--- config.mk ---
export PLATFORM = sky130hd
export DESIGN_NAME = cpu_alu_flat
export DESIGN_NICKNAME = d
export VERILOG_FILES = /design/src/rtl/cpu_alu_if.sv /design/src/rtl/cpu_alu.sv /design/src/flat_wrapper.sv
export SDC_FILE = /design/constraint.sdc
export NUM_CORES = 1
export LEC_CHECK = 0
export CORE_ASPECT_RATIO = 1.5
export CORE_UTILIZATION = 35
export CTS_BUF_LIST = sky130_fd_sc_hd__clkbuf_16
export DETAILED_ROUTE_END_ITERATION = 10
export PLACE_DENSITY = 0.68
export SLEW_MARGIN = 20
export SYNTH_ARGS = -nofsm -noshare
export SYNTH_HDL_FRONTEND = slang
export SYNTH_SLANG_ARGS = --single-unit
--- constraint.sdc ---
create_clock -name clk -period 0.8 [get_ports clk]
set_input_delay 0.16 -clock clk [delete_from_list [all_inputs] [get_ports clk]]
set_output_delay 0.16 -clock clk [all_outputs]
set_load 0.01 [all_outputs]
--- src/rtl/cpu_alu_if.sv ---
// cpu_alu_if: operand/opcode/flag bus between the register-file read side
// (master) and the registered ALU (slave). Results come back on d/fo.
interface cpu_alu_if;
  logic [7:0] a;   // operand A
  logic [7:0] b;   // operand B, or shift/rotate amount in b[2:0]
  logic [7:0] fi;  // incoming flags: fi[0]=carry-in, fi[7:4] passed through
  logic [6:0] op;  // opcode
  logic [7:0] d;   // registered result
  logic [7:0] fo;  // registered flags {fi[7:4], V, N, Z, C}

  modport master (output a, b, fi, op, input d, fo);
  modport slave  (input a, b, fi, op, output d, fo);
endinterface

--- src/rtl/cpu_alu.sv ---
// cpu_alu: registered 8-bit ALU. Combinational datapath computes the result
// and the C/Z/N/V flags; both are captured on the rising clock edge, giving a
// fixed one-cycle latency with a new operation accepted every cycle.
// Optional feature: define ALU_ROTATE_EN to add ROL (0x21) and ROR (0x41);
// without it those opcodes fall into the pass-through default.
module cpu_alu (
  input  logic         clk,
  input  logic         rst,
  cpu_alu_if.slave     bus
);

  localparam logic [6:0] OP_ADD = 7'h00;
  localparam logic [6:0] OP_ADC = 7'h01;
  localparam logic [6:0] OP_SUB = 7'h02;
  localparam logic [6:0] OP_SBB = 7'h03;
  localparam logic [6:0] OP_AND = 7'h04;
  localparam logic [6:0] OP_OR  = 7'h08;
  localparam logic [6:0] OP_XOR = 7'h10;
  localparam logic [6:0] OP_SHL = 7'h20;
  localparam logic [6:0] OP_SHR = 7'h40;
`ifdef ALU_ROTATE_EN
  localparam logic [6:0] OP_ROL = 7'h21;
  localparam logic [6:0] OP_ROR = 7'h41;
`endif

  logic [7:0] d_q,  d_d;
  logic [7:0] fo_q, fo_d;
  logic       c_flag, v_flag;

  logic [2:0] n;       // shift/rotate amount; b[7:3] deliberately ignored
  logic       cin;     // carry/borrow-in, only honoured by ADC/SBB
  logic [8:0] add9;    // 9-bit sum, bit 8 is carry out
  logic [8:0] sub9;    // 9-bit difference, bit 8 is borrow
  logic [8:0] shl9;    // bit 8 holds the last bit shifted out (0 when n=0)
  logic [8:0] shr9;    // bit 0 holds the last bit shifted out (0 when n=0)
  logic       unused_bits;

  assign n    = bus.b[2:0];
  assign cin  = ((bus.op == OP_ADC) || (bus.op == OP_SBB)) ? bus.fi[0] : 1'b0;
  assign add9 = {1'b0, bus.a} + {1'b0, bus.b} + {8'h00, cin};
  assign sub9 = {1'b0, bus.a} - {1'b0, bus.b} - {8'h00, cin};
  assign shl9 = {1'b0, bus.a} << n;
  assign shr9 = {bus.a, 1'b0} >> n;

  // Flag bits fi[3:1] are recomputed, never forwarded; b[7:3] is don't-care.
  assign unused_bits = ^{bus.fi[3:1], bus.b[7:3]};

`ifdef ALU_ROTATE_EN
  logic [2:0] n_neg;   // (8 - n) mod 8; n=0 yields a|a = a
  logic [7:0] rol8, ror8;
  assign n_neg = 3'd0 - n;
  assign rol8  = (bus.a << n) | (bus.a >> n_neg);
  assign ror8  = (bus.a >> n) | (bus.a << n_neg);
`endif

  // Next result and flags from the current operands and opcode.
  always_comb begin
    // NOTE: every output of this block gets a default first, so no path
    // through the case leaves a value unassigned and no latch is inferred.
    d_d    = bus.a;
    c_flag = 1'b0;
    v_flag = 1'b0;
    case (bus.op)
      OP_ADD, OP_ADC: begin
        d_d    = add9[7:0];
        c_flag = add9[8];
        v_flag = (bus.a[7] == bus.b[7]) && (add9[7] != bus.a[7]);
      end
      OP_SUB, OP_SBB: begin
        d_d    = sub9[7:0];
        c_flag = sub9[8];
        v_flag = (bus.a[7] != bus.b[7]) && (sub9[7] != bus.a[7]);
      end
      OP_AND: d_d = bus.a & bus.b;
      OP_OR:  d_d = bus.a | bus.b;
      OP_XOR: d_d = bus.a ^ bus.b;
      OP_SHL: begin
        d_d    = shl9[7:0];
        c_flag = shl9[8];
      end
      OP_SHR: begin
        d_d    = shr9[8:1];
        c_flag = shr9[0];
      end
`ifdef ALU_ROTATE_EN
      OP_ROL: begin
        d_d    = rol8;
        c_flag = (n != 3'd0) && rol8[0];
      end
      OP_ROR: begin
        d_d    = ror8;
        c_flag = (n != 3'd0) && ror8[7];
      end
`endif
      default: ;  // pass-through: defaults above already give d=a, C=0, V=0
    endcase
    fo_d = {bus.fi[7:4], v_flag, d_d[7], (d_d == 8'h00), c_flag};
  end

  // Output registers; reset clears them immediately and discards in-flight work.
  always_ff @(posedge clk or posedge rst) begin
    // NOTE: state is updated with non-blocking assignments so every register
    // samples pre-edge values regardless of statement order.
    if (rst) begin
      d_q  <= 8'h00;
      fo_q <= 8'h00;
    end else begin
      d_q  <= d_d;
      fo_q <= fo_d;
    end
  end

  assign bus.d  = d_q;
  assign bus.fo = fo_q;

endmodule

--- src/flat_wrapper.sv ---
// flat-port wrapper written by rule: the top's interface ports become plain ports
module cpu_alu_flat 
  (clk, rst, bus_a, bus_b, bus_fi, bus_op, bus_d, bus_fo);
  cpu_alu_if bus_i ();
  input  logic clk;
  input  logic rst;
  input wire logic [$bits(bus_i.a)-1:0] bus_a;
  input wire logic [$bits(bus_i.b)-1:0] bus_b;
  input wire logic [$bits(bus_i.fi)-1:0] bus_fi;
  input wire logic [$bits(bus_i.op)-1:0] bus_op;
  output wire logic [$bits(bus_i.d)-1:0] bus_d;
  output wire logic [$bits(bus_i.fo)-1:0] bus_fo;
  assign bus_i.a = bus_a;
  assign bus_i.b = bus_b;
  assign bus_i.fi = bus_fi;
  assign bus_i.op = bus_op;
  assign bus_d = bus_i.d;
  assign bus_fo = bus_i.fo;
  cpu_alu u_core (.clk(clk), .rst(rst), .bus(bus_i));
endmodule
==> impl_results.md <==
- Hpwl dp: 7830 um
- Internal power: 2.77 mW
- Fin. max-slew vios: 0
- Number of fill cells: 666
- Final worst setup slack: -2.42 ns
- Main synth FF type: dfrtp_1
- Die width: 72.4 um
- Port bufs: 45
- Clock root buffer: clkbuf_16
- P_leak: 1.91 nW
- Final Hold Viols: 0
- Antenna viol nets, final: 0
- Final Setup Violations: 27
- Largest net degree at the start of global routing: 26
- First-pass GRT wire length: between 15000 and 20000 um
- Arrival time worst endpoint: 3.36 ns
- Worst path required time: 0.95 ns
- Status: complete, but fails checks
- Yosys Warn Count: 0
- Setup crit start kind: input port
- # hold bufs at CTS: 0
- WHS: between 0.2 and 0.25 ns
- Final Cycle Share: 4.02
- Clock power share: 0.224
- RSZ-0062 raised after global routing: yes
- Clock transition at path regs: 0.05 ns
- Total CTS buffers: 3
- Vias in the first global route: 3089
- Total Routed Length: 9660 um
- Via density: 5.50
- Max-cap violations: 0
- EDFF count, synth: 0
- Pwr Total: 4.20 mW
- Antenna violations before repair: 0
- Period minus WS final: 3.22 ns
- Sw Ratio: 0.342
- Critical path class: input port to flip-flop
- Syn-to-layout area delta: 59.4%
- Share of cells above drive strength 1: 0.411
- Row count: 38
- Avg Cell Area, Syn: between 8 and 9 um^2
- Mapped Cells: between 300 and 400
- Placed insts: between 500 and 600
- Worst-margin pin slew: 0.463 ns
- Sequential share of power: 0.195
- Sink Count: 15
- DR WL/cell: 17.3 um
- H-tree depth: 1
- Commonest non-fill, non-tap cell in the layout: buf_4
- Most frequent cells in the layout: buf_4 (110), nor2_1 (30), ha_1 (28)
- Maximum vdd ir drop: 0.662 mV
- DRT iter0 DRCs: 174
- Final nets: between 500 and 600
- Total track usage: 0.254
- Max-slew headroom: 0.691
- Failing checks: setup timing
- Setup crit end kind: flip-flop
- Crit-path max FO: 3
- Drc violations: 0
- Antenna fix cells: 0
- Number of synthesized register bits: 15
- Final Non-Filler Cells: ~560
- Seq/Total Area, Yosys: 0.144
- Synthesized cell area: 2600 um^2
- CTS Buffer Depth: 2
- Type of the most critical hold path: input port to asynchronous set/reset pin
- # IOs: 49
- Sw power: 1.44 mW
- Mapped Nets: 379
- Core ar.: 7230 um^2
- Combinational power share: 0.581
- Die area: 7780 um^2
- CTS tree: done
- DR pass1 iterations: 4
- Die Height: 108 um
- Share of flip-flops with an asynchronous set or reset: 1.00
- RePlAce Congestion: 0.978
- Unique masters post-synth: 67
- Via count: 3062
- Initial Util: 0.360
- Power Dens Cells: 1010 nW/um^2
- Remaining Overflow, GRT: 0
- F_max: roughly 0.31 GHz
[synth_stat cells, drive strengths merged (4+ instances only)]
library cell / n / area, um^2
or4: 4 / 35.0
a211oi: 4 / 30.0
nand2b: 4 / 25.0
ha: 31 / 388
o21ai: 11 / 55.1
nor3: 11 / 60.1
dfrtp: 15 / 375
mux2i: 9 / 90.1
inv: 28 / 105
o31ai: 4 / 30.0
o22ai: 5 / 31.3
buf: 13 / 82.6
o21a: 5 / 37.5
a2bb2oi: 4 / 35.0
nor4: 5 / 37.5
a22oi: 4 / 30.0
nand3: 4 / 20.0
mux4: 8 / 180
xnor2: 7 / 61.3
nor2b: 5 / 31.3
a21oi: 16 / 80.1
o32a: 4 / 40.0
nor2: 31 / 116
clkbuf: 6 / 22.5
nor4b: 4 / 35.0
nand2: 16 / 60.1
or3: 5 / 36.3
[state kept, by name (all words and copies together) (netlist names)]
signal and cells:
u_core.bus.d 7, u_core.bus.fo 8
[layer usage]
layer	global-route usage	wire length [um]	vias up
li1	-	-	1446
met1	0.272	3490	1448
met2	0.458	5010	119
met3	0.0169	389	49
met4	0.185	768	0
met5	0	0	-
[per-stage QoR]
stage / worst slack [ns] / util / cell area (um^2) / setup TNS (ns)
2_1_floorplan: -2.58 / - / 2640 / -22.68
3_3_place_gp: -2.99 / 0.545 / 3940 / -32.21
3_5_place_dp: -3.07 / 0.545 / 3940 / -33.27
4_1_cts: -2.52 / 0.564 / 4080 / -24.38
5_1_grt: -2.50 / 0.573 / 4140 / -25.76
6_report: -2.42 / 0.573 / 4140 / -24.40
[area by class of cell]
| type | count | area, um^2 | share of cell area |
|---|---|---|---|
| multi-input cells | 249 | 2190 | 0.529 |
| repair buffers | 160 | 1260 | 0.305 |
| flip-flops and latches | 15 | 375 | 0.0906 |
| well taps | 100 | 125 | 0.0302 |
| inverters | 29 | 109 | 0.0263 |
| clock buffers | 3 | 75.1 | 0.0181 |
| clock inverters | 1 | 5.00 | 0.00121 |
[worst max-delay path, stage by stage]
cell	delay (ns)
buf_6	0.09
or3_4	0.40
nor3_4	0.21
nand3_2	0.13
inv_2	0.08
fa_1	0.44
ha_2	0.20
o21a_4	0.20
buf_6	0.12
buf_6	0.11
o21a_1	0.18
o21ai_2	0.12
o2111ai_2	0.14
o32a_1	0.40
o21bai_1	0.18
nor4_2	0.20
[kinds of logic after synthesis]
group	after synthesis	share of synthesized area
mux	18	0.108
flops	15	0.144
xor+xnor	9	0.0303
compound gates	88	0.255
simple gates	100	0.208
buf+inv	48	0.0823
fa+ha+maj	34	0.172
[timing repair]
| item | CTS | global route |
|---|---|---|
| resized for setup | 100 | 13 |
| pin swaps | 20 | 16 |
| buffers inserted | 6 | 3 |
| endpoints found under the setup margin | 27 | 27 |
| cloned | 0 | 0 |
[worst paths after layout]
path	cells after the start	slack [ns]	startpoint	to
setup / recovery	16	-2.42	bus_op[2]	u_core.bus.fo[1]$_DFF_PP0_
min in group clk	1	0.36	bus_fi[7]	u_core.bus.fo[7]$_DFF_PP0_
hold / removal	3	0.23	rst	u_core.bus.d[2]$_DFF_PP0_
max in group asynchronous	3	0.46	rst	u_core.bus.fo[3]$_DFF_PP0_
[power by group through the flow]
stage               Combinational [mW]  Sequential (mW)  Clock [mW]
finish                            2.44            0.821       0.940
global route                      2.61            0.825       0.984
CTS                               2.31            0.822       0.957
detailed placement                2.19            0.834           0
global placement                  2.14            0.832           0
floorplan                         1.09            0.861           0
Note: power is estimated with default switching activity, not from simulation.
